===== src/rtl/spi_pkg.sv =====
// rtl/spi_pkg.sv - shared types and helpers for the SPI register peripheral
// Contents:
//   state_e         FSM state encoding (IDLE, CMD, WRITE, READ)
//   cmd_rw_bit()    bit position of the R/W flag in a command word
//   sample_on_rise() SPI mode decode: 1 when data is sampled on the rising sclk edge
package spi_pkg;

    typedef enum logic [1:0] {
        ST_IDLE  = 2'd0,
        ST_CMD   = 2'd1,
        ST_WRITE = 2'd2,
        ST_READ  = 2'd3
    } state_e;

    // The R/W flag is the first bit on the wire, i.e. the MSB of the word.
    function automatic int cmd_rw_bit(input int data_w);
        return data_w - 1;
    endfunction

    // Modes 0 and 3 sample on the rising edge, modes 1 and 2 on the falling edge.
    function automatic bit sample_on_rise(input bit cpol, input bit cpha);
        return cpol == cpha;
    endfunction

endpackage


===== src/rtl/spi_reg_peripheral_if.sv =====
// rtl/spi_reg_peripheral_if.sv - SPI pin bundle between host and target
// Signals:
//   ss       slave select, active-low (host -> target)
//   sclk     SPI clock (host -> target)
//   mosi     host -> target data
//   miso     target -> host data
//   miso_oe  target tri-state enable for miso
// Modports: master (host side), slave (target side).
interface spi_reg_peripheral_if;
    logic ss;
    logic sclk;
    logic mosi;
    logic miso;
    logic miso_oe;

    modport master (output ss, output sclk, output mosi, input miso, input miso_oe);
    modport slave  (input ss, input sclk, input mosi, output miso, output miso_oe);
endinterface


===== src/rtl/spi_sync_edge.sv =====
// rtl/spi_sync_edge.sv - multi-bit pin synchroniser with rise/fall strobes
// Ports:
//   clk, rst   system clock, synchronous active-high reset
//   din_i      asynchronous pin inputs
//   sync_o     synchronised levels
//   rise_o     1-cycle strobe on a synchronised 0->1 transition
//   fall_o     1-cycle strobe on a synchronised 1->0 transition
// All flops (including the edge-detect history) reset to RESET_VAL so that no
// spurious edge is reported when reset is released.
module spi_sync_edge #(
    parameter int               WIDTH       = 3,
    parameter int               SYNC_STAGES = 2,
    parameter logic [WIDTH-1:0] RESET_VAL   = '0
) (
    input  logic             clk,
    input  logic             rst,
    input  logic [WIDTH-1:0] din_i,
    output logic [WIDTH-1:0] sync_o,
    output logic [WIDTH-1:0] rise_o,
    output logic [WIDTH-1:0] fall_o
);

    logic [WIDTH-1:0] stage_q [SYNC_STAGES];
    logic [WIDTH-1:0] prev_q;

    always_ff @(posedge clk) begin
        if (rst) begin
            for (int i = 0; i < SYNC_STAGES; i++) begin
                stage_q[i] <= RESET_VAL;
            end
            prev_q <= RESET_VAL;
        end else begin
            stage_q[0] <= din_i;
            for (int i = 1; i < SYNC_STAGES; i++) begin
                stage_q[i] <= stage_q[i-1];
            end
            prev_q <= stage_q[SYNC_STAGES-1];
        end
    end

    assign sync_o = stage_q[SYNC_STAGES-1];
    assign rise_o = sync_o & ~prev_q;
    assign fall_o = ~sync_o & prev_q;

endmodule


===== src/rtl/spi_reg_peripheral.sv =====
// rtl/spi_reg_peripheral.sv - SPI target with addressed register bank and burst access
// Ports:
//   clk, rst    system clock (>= 4x sclk), synchronous active-high reset
//   spi         SPI pins (slave modport): ss, sclk, mosi in; miso, miso_oe out
//   stat_i      read sources, word k at [k*DATA_W +: DATA_W] (word 0 replaced by ID_VALUE)
//   cfg_o       written register bank, same packing as stat_i
//   wr_en       1-cycle pulse per committed write word, with wr_addr / wr_data
//   busy        frame in progress (FSM not idle)
//   frame_err   1-cycle pulse when ss rises with a partial word received
module spi_reg_peripheral
    import spi_pkg::*;
#(
    parameter int                DATA_W      = 8,
    parameter int                ADDR_W      = 3,
    parameter int                CPOL        = 0,
    parameter int                CPHA        = 0,
    parameter int                SYNC_STAGES = 2,
    parameter logic [DATA_W-1:0] ID_VALUE    = DATA_W'(8'hAA)
) (
    input  logic                           clk,
    input  logic                           rst,
    spi_reg_peripheral_if.slave            spi,
    input  logic [(2**ADDR_W)*DATA_W-1:0]  stat_i,
    output logic [(2**ADDR_W)*DATA_W-1:0]  cfg_o,
    output logic                           wr_en,
    output logic [ADDR_W-1:0]              wr_addr,
    output logic [DATA_W-1:0]              wr_data,
    output logic                           busy,
    output logic                           frame_err
);

    localparam int NUM_REGS    = 2**ADDR_W;
    localparam int CNT_W       = $clog2(DATA_W);
    localparam int RW_BIT      = cmd_rw_bit(DATA_W);
    localparam bit SAMPLE_RISE = sample_on_rise(CPOL != 0, CPHA != 0);
    localparam logic [CNT_W-1:0] LAST_BIT = CNT_W'(DATA_W - 1);
    // Pin order {ss, sclk, mosi}; idle is ss high, sclk at CPOL, mosi low.
    localparam logic [2:0] PIN_IDLE = {1'b1, (CPOL != 0), 1'b0};

    logic [2:0] pin_s, pin_rise, pin_fall;

    spi_sync_edge #(
        .WIDTH       (3),
        .SYNC_STAGES (SYNC_STAGES),
        .RESET_VAL   (PIN_IDLE)
    ) u_sync (
        .clk    (clk),
        .rst    (rst),
        .din_i  ({spi.ss, spi.sclk, spi.mosi}),
        .sync_o (pin_s),
        .rise_o (pin_rise),
        .fall_o (pin_fall)
    );

    logic ss_s, ss_rise, ss_fall, sclk_rise, sclk_fall, mosi_s;
    assign ss_s      = pin_s[2];
    assign ss_rise   = pin_rise[2];
    assign ss_fall   = pin_fall[2];
    assign sclk_rise = pin_rise[1];
    assign sclk_fall = pin_fall[1];
    assign mosi_s    = pin_s[0];

    logic unused_pins;
    assign unused_pins = ^{pin_s[1], pin_rise[0], pin_fall[0]};

    // ss_rise keeps the frame open for one more cycle so that an sclk edge
    // coinciding with ss release is still sampled before the frame closes.
    logic ss_active, sample_edge, launch_edge;
    assign ss_active   = ~ss_s | ss_rise;
    assign sample_edge = ss_active & (SAMPLE_RISE ? sclk_rise : sclk_fall);
    assign launch_edge = ss_active & (SAMPLE_RISE ? sclk_fall : sclk_rise);

    state_e                       state_q, state_d;
    logic [CNT_W-1:0]             bit_cnt_q, bit_cnt_d;
    logic [DATA_W-2:0]            rx_sr_q, rx_sr_d;
    logic [DATA_W-1:0]            tx_sr_q, tx_sr_d;
    logic [ADDR_W-1:0]            addr_q, addr_d;
    logic                         miso_q, miso_d;
    logic [NUM_REGS*DATA_W-1:0]   cfg_q, cfg_d;
    logic                         wr_en_q, wr_en_d;
    logic [ADDR_W-1:0]            wr_addr_q, wr_addr_d;
    logic [DATA_W-1:0]            wr_data_q, wr_data_d;
    logic                         frame_err_q, frame_err_d;

    // Incoming word including the bit being sampled this cycle.
    logic [DATA_W-1:0] word;
    assign word = {rx_sr_q, mosi_s};

    // Read source: while still in CMD the start address comes straight from
    // the command word completing this cycle.
    logic [ADDR_W-1:0] rd_addr;
    logic [DATA_W-1:0] rd_data;
    assign rd_addr = (state_q == ST_CMD) ? word[ADDR_W-1:0] : addr_q;
    assign rd_data = (rd_addr == '0) ? ID_VALUE : stat_i[rd_addr*DATA_W +: DATA_W];

    logic word_done;

    always_comb begin
        state_d     = state_q;
        bit_cnt_d   = bit_cnt_q;
        rx_sr_d     = rx_sr_q;
        tx_sr_d     = tx_sr_q;
        addr_d      = addr_q;
        miso_d      = miso_q;
        cfg_d       = cfg_q;
        wr_en_d     = 1'b0;
        wr_addr_d   = wr_addr_q;
        wr_data_d   = wr_data_q;
        frame_err_d = 1'b0;
        word_done   = 1'b0;

        case (state_q)
            ST_IDLE: begin
                if (ss_fall) begin
                    state_d   = ST_CMD;
                    bit_cnt_d = '0;
                    tx_sr_d   = '0;
                end
            end
            default: begin
                if (sample_edge) begin
                    rx_sr_d = word[DATA_W-2:0];
                    if (bit_cnt_q == LAST_BIT) begin
                        bit_cnt_d = '0;
                        word_done = 1'b1;
                    end else begin
                        bit_cnt_d = bit_cnt_q + 1'b1;
                    end
                end

                if (launch_edge) begin
                    miso_d  = tx_sr_q[DATA_W-1];
                    tx_sr_d = tx_sr_q << 1;
                end

                if (word_done) begin
                    case (state_q)
                        ST_CMD: begin
                            if (word[RW_BIT]) begin
                                state_d = ST_READ;
                                tx_sr_d = rd_data;
                                addr_d  = word[ADDR_W-1:0] + 1'b1;
                            end else begin
                                state_d = ST_WRITE;
                                addr_d  = word[ADDR_W-1:0];
                            end
                        end
                        ST_WRITE: begin
                            cfg_d[addr_q*DATA_W +: DATA_W] = word;
                            wr_en_d   = 1'b1;
                            wr_addr_d = addr_q;
                            wr_data_d = word;
                            addr_d    = addr_q + 1'b1;
                        end
                        ST_READ: begin
                            tx_sr_d = rd_data;
                            addr_d  = addr_q + 1'b1;
                        end
                        default: ;
                    endcase
                end

                // End of frame is judged after this cycle's sample has been taken.
                if (ss_rise) begin
                    state_d     = ST_IDLE;
                    frame_err_d = (bit_cnt_d != '0);
                    bit_cnt_d   = '0;
                    miso_d      = 1'b0;
                end
            end
        endcase
    end

    always_ff @(posedge clk) begin
        if (rst) begin
            state_q     <= ST_IDLE;
            bit_cnt_q   <= '0;
            rx_sr_q     <= '0;
            tx_sr_q     <= '0;
            addr_q      <= '0;
            miso_q      <= 1'b0;
            cfg_q       <= '0;
            wr_en_q     <= 1'b0;
            wr_addr_q   <= '0;
            wr_data_q   <= '0;
            frame_err_q <= 1'b0;
        end else begin
            state_q     <= state_d;
            bit_cnt_q   <= bit_cnt_d;
            rx_sr_q     <= rx_sr_d;
            tx_sr_q     <= tx_sr_d;
            addr_q      <= addr_d;
            miso_q      <= miso_d;
            cfg_q       <= cfg_d;
            wr_en_q     <= wr_en_d;
            wr_addr_q   <= wr_addr_d;
            wr_data_q   <= wr_data_d;
            frame_err_q <= frame_err_d;
        end
    end

    assign cfg_o       = cfg_q;
    assign wr_en       = wr_en_q;
    assign wr_addr     = wr_addr_q;
    assign wr_data     = wr_data_q;
    assign frame_err   = frame_err_q;
    assign busy        = (state_q != ST_IDLE);
    assign spi.miso    = miso_q;
    assign spi.miso_oe = ~ss_s;

endmodule


===== src/flat_wrapper.sv =====
// flat-port wrapper written by rule: the top's interface ports become plain ports
module spi_reg_peripheral_flat import spi_pkg::*;
#(
    parameter int                DATA_W      = 8,
    parameter int                ADDR_W      = 3,
    parameter int                CPOL        = 0,
    parameter int                CPHA        = 0,
    parameter int                SYNC_STAGES = 2,
    parameter logic [DATA_W-1:0] ID_VALUE    = DATA_W'(8'hAA)
)
  (clk, rst, stat_i, cfg_o, wr_en, wr_addr, wr_data, busy, frame_err, spi_ss, spi_sclk, spi_mosi, spi_miso, spi_miso_oe);
  spi_reg_peripheral_if spi_i ();
  input  logic clk;
  input  logic rst;
  input  logic [(2**ADDR_W)*DATA_W-1:0] stat_i;
  output logic [(2**ADDR_W)*DATA_W-1:0] cfg_o;
  output logic wr_en;
  output logic [ADDR_W-1:0] wr_addr;
  output logic [DATA_W-1:0] wr_data;
  output logic busy;
  output logic frame_err;
  input wire logic [$bits(spi_i.ss)-1:0] spi_ss;
  input wire logic [$bits(spi_i.sclk)-1:0] spi_sclk;
  input wire logic [$bits(spi_i.mosi)-1:0] spi_mosi;
  output wire logic [$bits(spi_i.miso)-1:0] spi_miso;
  output wire logic [$bits(spi_i.miso_oe)-1:0] spi_miso_oe;
  assign spi_i.ss = spi_ss;
  assign spi_i.sclk = spi_sclk;
  assign spi_i.mosi = spi_mosi;
  assign spi_miso = spi_i.miso;
  assign spi_miso_oe = spi_i.miso_oe;
  spi_reg_peripheral #(.DATA_W(DATA_W), .ADDR_W(ADDR_W), .CPOL(CPOL), .CPHA(CPHA), .SYNC_STAGES(SYNC_STAGES), .ID_VALUE(ID_VALUE)) u_core (.clk(clk), .rst(rst), .spi(spi_i), .stat_i(stat_i), .cfg_o(cfg_o), .wr_en(wr_en), .wr_addr(wr_addr), .wr_data(wr_data), .busy(busy), .frame_err(frame_err));
endmodule

===== config.mk =====
export PLATFORM = sky130hd
export DESIGN_NAME = spi_reg_peripheral_flat
export DESIGN_NICKNAME = d
export VERILOG_FILES = /design/src/rtl/spi_pkg.sv /design/src/rtl/spi_reg_peripheral_if.sv /design/src/rtl/spi_sync_edge.sv /design/src/rtl/spi_reg_peripheral.sv /design/src/flat_wrapper.sv
export SDC_FILE = /design/constraint.sdc
export NUM_CORES = 1
export LEC_CHECK = 0
export CAP_MARGIN = 20
export CORE_ASPECT_RATIO = 1.1
export CORE_MARGIN = 5
export CORE_UTILIZATION = 25
export CTS_CLUSTER_DIAMETER = 120
export DETAILED_ROUTE_END_ITERATION = 16
export PLACE_DENSITY = 0.54
export SLEW_MARGIN = 20
export SYNTH_ARGS = -nofsm -noshare
export SYNTH_HDL_FRONTEND = slang
export SYNTH_SLANG_ARGS = --single-unit

===== constraint.sdc =====
create_clock -name clk -period 3.3 [get_ports clk]
set_clock_uncertainty 0.05 [all_clocks]
set_input_delay 0.66 -clock clk [delete_from_list [all_inputs] [get_ports clk]]
set_output_delay 0.66 -clock clk [all_outputs]
set_load 0.01 [all_outputs]

* After elaboration in Yosys (flattened, before gate mapping) *
Memory sizes are Yosys's and may differ from the RTL's.
Index checks and enable logic that the tools add are counted.

storage, ports and cells
  flip-flop bits (word level) = 104
  bits in writable memories = 6
  input bits = 69
  output and inout bits = 80
  logic and storage cells = 88
  memories kept = 1

cells by class
  $add $sub $neg = 4
  equal/unequal tests = 5
  shifts and indexed selects = 3
  multiplexer cells = 34
  bitwise operators = 13
  reduce and logical (&&, ||, !) cells = 16

memories
  name                   depth  width  rd ports  clocked after memory_dff  wr ports  line                 source
  u_core.u_sync.stage_q  2      3      2         0                         2         spi_sync_edge.sv:23  logic [WIDTH-1:0] stage_q [SYNC_STAGES];

operators by type and width
  kind                                                   count
  bitwise mux 64 bit                                     1
  variable shift 8 x 34 -> 64 bit, first input constant  1
  indexed part select 64 x 7 -> 8 bit                    1
  indexed part select 8 x 34 -> 64 bit                   1
  two-way mux 8 bit                                      6
  negation 6 -> 34 bit                                   1
  two-way mux 3 bit                                      10
  case mux 8 bit (2 select lines)                        1
  two-way mux 1 bit                                      10
  two-way mux 2 bit                                      5
  adder 3 x 1 -> 3 bit, second input constant            3
  AND reduction 3 bit                                    3
  nonzero test 3 bit                                     3
  bitwise AND 3 bit                                      2
  NOT 3 bit                                              2
  case mux 3 bit (2 select lines)                        1
  nonzero test 2 bit                                     3
  OR reduction 3 bit                                     2
  equality test 2 bit, second input constant             2
  NOT 1 bit                                              4
  AND reduction 2 bit                                    2
  equality test 3 bit, second input constant             1
  zero test 3 bit                                        1
  bitwise OR 1 bit                                       3
  5 further kinds                                        6

* Depth between registers and ports, before layout *
  depth after elaboration = 9
  mapped depth = 10
  gate-level depth less buffers = 9

* Cells and area by module *
A second synthesis with hierarchy kept.

second synthesis, totals
  cells, all modules = 651
  area total of the unflattened synthesis = 5215.0 um^2

by module, submodules not included
  module              instances  cells each  area each (um^2)  seq. area each (um^2)
  spi_reg_peripheral  1          624         4918.5            2021.9
  spi_sync_edge       1          27          296.5             180.2

* Worst setup path before layout *
Ideal clock, no wire load.

  path type = register to register
  start point = reg u_core.addr_q[0]
  end point = reg u_core.cfg_q[16], in the netlist u_core.cfg_o[16]
  library setup time = 0.128 ns
  arrival = 2.509 ns
  required time = 3.122 ns
  slack = 0.613 ns
  stages on the path, launching flop included = 10
  path buffers = 1
  period minus slack after synthesis = 2.687 ns
  cells stage by stage = dfxtp_1 > clkbuf_1 > inv_1 > ha_1 > ha_1 > nor2_1 > a21boi_0 > nand4_1 > mux2i_1 > nor2_1

between the ends
  cells in the longest elaborated chain, start to end = 3
  elaborated cells on any way between the ends = 4
  those cells by class = add/sub (1); shift (2); mux (1)

ends and longest elaborated chain
  what                                                                                            line                       source
  start, declared                                                                                 spi_reg_peripheral.sv:77   logic [ADDR_W-1:0] addr_q, addr_d;
  start signal, assigned                                                                          spi_reg_peripheral.sv:192  addr_q <= addr_d;
  negation 6 -> 34 bit (*)                                                                        spi_reg_peripheral.sv:149  cfg_d[addr_q*DATA_W +: DATA_W] = word;
  indexed part select 8 x 34 -> 64 bit / variable shift 8 x 34 -> 64 bit (equally long branches)  spi_reg_peripheral.sv:149
  bitwise mux 64 bit (*)                                                                          spi_reg_peripheral.sv:149
  end signal, assigned                                                                            spi_reg_peripheral.sv:194  cfg_q <= cfg_d;
  end, declared                                                                                   spi_reg_peripheral.sv:79   logic [NUM_REGS*DATA_W-1:0] cfg_q, cfg_d;

Mark *: on every way between the ends. The rest lies on a longest branch, timed or not.
A chain may end at the register's enable or synchronous reset.

* Worst setup path after layout *
  start point = reg u_core.addr_q[1]
  end point = reg u_core.cfg_q[20], in the netlist u_core.cfg_o[20]

The elaborated chain is that of the path after synthesis.

==> run metrics <==
die area about 0.023 mm2; largest net degree at the start of global routing 67; clock sink count 109; DRC viols 0; Worst Setup SP u_core.addr_q[1]$_SDFFE_PP0P_; I/O pins approximately 150; Least-Margin Pin Slew 0.796 ns; RD Place Congestion roughly 0.75; first-pass GRT wire length 22.4 mm; Hold WC Path Type flop to flop; Post-CTS Setup Bufs 0; Synth Area per Inst between 8 and 9 um2; vias per inst around 4.6; ANT cells 0; # setup viols final 0; total wire length between 10 and 15 mm; drt pass-1 iters 7; P&R area growth vs syn 40.1%; vias in the first global route roughly 4200; Slowest cell on crit path nand4_1; number of hold buffers added after CTS 0; CP Max Fanout 9; DP Area roughly 0.0067 mm2; post-DP HPWL ~11 mm; Core Region just under 0.02 mm2; clk buf depth 2; GR Overflow Total 0; clk root buf clkbuf_16; max-slew violations 0; Resized cells post-CTS 0; Primary FF master, synth dfxtp_1; register area share after synthesis 0.437; Site Rows 54; Final Total Pwr about 0.0026 W; delay of the slowest critical-path stage 0.56 ns; critical path arrival just under 3 ns; Worst R2R Start u_core.addr_q[1]$_SDFFE_PP0P_; Antenna Violating Nets Remaining 0; Max VDD drop 0.000298 V; CTS buffer count 9; DR iter-0 viols between 150 and 200; leak pwr roughly 2.7 nW; via count approximately 4300; CP Capture Type flop; port buffer count 140; Final Cycle Share 0.824; Syn Std Cell Area 0.00500 mm2; RSZ-0062 raised after global routing no; initial antenna violation count 0; Post-synth EDFFs 0; CTS tree yes; final setup margin 0.579 ns; critical path class flop to flop; CTS clk-pin slew, worst paths 0.07 ns; Distinct cells, synth 61; global-route usage over all layers 0.124; DP Worst Slack approximately 0.55 ns; nets 770; FFs w/ async S/R, synth 0; Initial Util 0.253; Fin. Hold Viols 0; Worst Min Path Start u_core.u_sync.stage_q[0][2]$_SDFF_PP1_; outcome complete, no violations; PD cells 370 mW/mm2; final instance area between 0.007 and 0.008 mm2; startpoint types flop; Mapped Cells 561; FF+latch count, synth approximately 110; yosys warns 0; crit-path cells inv_1 > ha_1 > ha_1 > nor2_1 > buf_4 > a21boi_0 > nand4_1 > mux2i_1 > nor2_1; H-tree depth 3; Synthesized Nets 636; Slew HR 0.469; Routed wire per std cell roughly 15 um; Max Clock Freq between 300 and 400 MHz; share of layout cells above drive strength 1 0.0714; die height approximately 160 um; Clock Latency Late Sink 0.35 ns; Die Wd approximately 140 um; CP Data Required Time 3.48 ns; MaxCap Viol Count 0; setup_tns 0 ns; Period minus WS final between 2 and 3 ns
-- cells in the final DEF (no fill, tap or decap), drive strengths merged, types with 2 or more instances in the layout --
cell type	Yosys	final
xor2	2	2
or2	5	5
mux2i	84	84
o22ai	2	2
clkbuf	25	9
a31oi	3	3
a221oi	2	2
a22oi	3	3
and3	3	3
o21ai	13	13
o221ai	2	2
nand3	10	10
inv	8	12
o31ai	2	2
nor3b	2	2
nand4b	2	2
a32o	2	2
a211oi	4	4
ha	6	6
a2111oi	2	2
nor3	7	7
buf	10	19
dfxtp	109	109
a21o	2	2
a221o	2	2
nand2	55	55
mux2	3	3
and2	18	18
a21oi	40	40
clkdlybuf4s50	0	139
nor4	3	3
nand4	4	4
nand3b	2	2
nor2b	10	10
nor2	99	99
-- registers in the layout, summed over array words and instances, names as in the netlist --
signal	cells
u_core.cfg_o	64
u_core.tx_sr_q	8
u_core.wr_data	8
u_core.rx_sr_q	7
u_core.u_sync.stage_q	6
u_core.addr_q	3
u_core.bit_cnt_q	3
u_core.wr_addr	3
u_core.state_q	2
u_core.u_sync.prev_q	2
u_core.frame_err	1
u_core.spi.miso	1
u_core.wr_en	1
-- worst paths after layout --
check | to | slack [ns] | cells after the start
worst max-delay path | u_core.cfg_o[20]$_SDFFE_PP0P_ | 0.58 | 9
worst min-delay path | u_core.u_sync.stage_q[0][5]$_SDFF_PP1_ | 0.37 | 1
worst max register to register | u_core.cfg_o[20]$_SDFFE_PP0P_ | 0.58 | 9
worst min register to register | u_core.u_sync.stage_q[0][5]$_SDFF_PP1_ | 0.37 | 1
-- cell type report --
type,count,area [um2]
Multi-Input combinational cell,409,2640
Clock inverter,7,80.1
Inverter,8,30.0
Clock buffer,9,225
Timing Repair Buffer,158,1530
Sequential cell,109,2180
Fill cell,2082,12700
Tap cell,252,315
-- metal layers --
layer	global-route usage	part of all wire	vias up	wire [um]
met5	0	0	-	0
met2	0.206	0.46	122	6580
met3	0.0327	0.079	12	1130
met4	0.0355	0.015	0	211
li1	-	-	2203	-
met1	0.158	0.45	2004	6420
-- metrics by stage --
step / utilization / std cells / hold slack, ns
floorplan: - / 561 / 0.339
global placement: 0.340 / 936 / 0.342
detailed placement: 0.340 / 936 / 0.348
CTS: 0.355 / 952 / 0.368
global route: 0.355 / 952 / 0.375
finish: 0.355 / 952 / 0.367
-- critical path, delay by kind of cell (launching register included) --
kind	cells	cell delay, ns
and+or+nand+nor	3	0.72
DFF	1	0.46
muxes	1	0.32
adders and majority gates	2	0.45
buffers and inverters	2	0.29
AOI/OAI and AO/OA	1	0.32
-- Yosys cell counts, drive strengths merged (3+ instances only) --
cell / number / share of area
clkbuf: 25 / 0.019
nor4: 3 / 0.0068
nor2: 99 / 0.076
nand3: 10 / 0.010
a21oi: 40 / 0.040
nand4: 4 / 0.0080
mux2: 3 / 0.0068
nor2b: 10 / 0.014
dfxtp: 109 / 0.44
and2: 18 / 0.023
buf: 10 / 0.012
o21ai: 13 / 0.013
a22oi: 3 / 0.0045
mux2i: 84 / 0.17
a211oi: 4 / 0.0060
nor3: 7 / 0.0093
a31oi: 3 / 0.0038
and3: 3 / 0.0038
nand2: 55 / 0.041
inv: 8 / 0.0060
ha: 6 / 0.015
or2: 5 / 0.0063
-- cells by family (layout without fill, tap and decap cells) --
| logic type | count (synthesis) | count (layout) | synth area share |
|---|---|---|---|
| xor gates and xnor gates | 2 | 2 | 0.00351 |
| adders and majority gates | 6 | 6 | 0.0150 |
| DFF | 109 | 109 | 0.437 |
| AOI/OAI and AO/OA | 88 | 88 | 0.110 |
| buffers and inverters | 43 | 182 | 0.0365 |
| and+or+nand+nor | 225 | 225 | 0.216 |
| muxes | 88 | 88 | 0.182 |
-- where the power goes --
group	leakage [nW]	switching, W	internal (W)
Combinational	1.68	0.0000605	0.0000860
Clock	0.149	0.000520	0.000602
Sequential	0.879	0.00000396	0.00132
Total	2.71	0.000584	0.00201
Note: power is estimated with default switching activity, not from simulation.
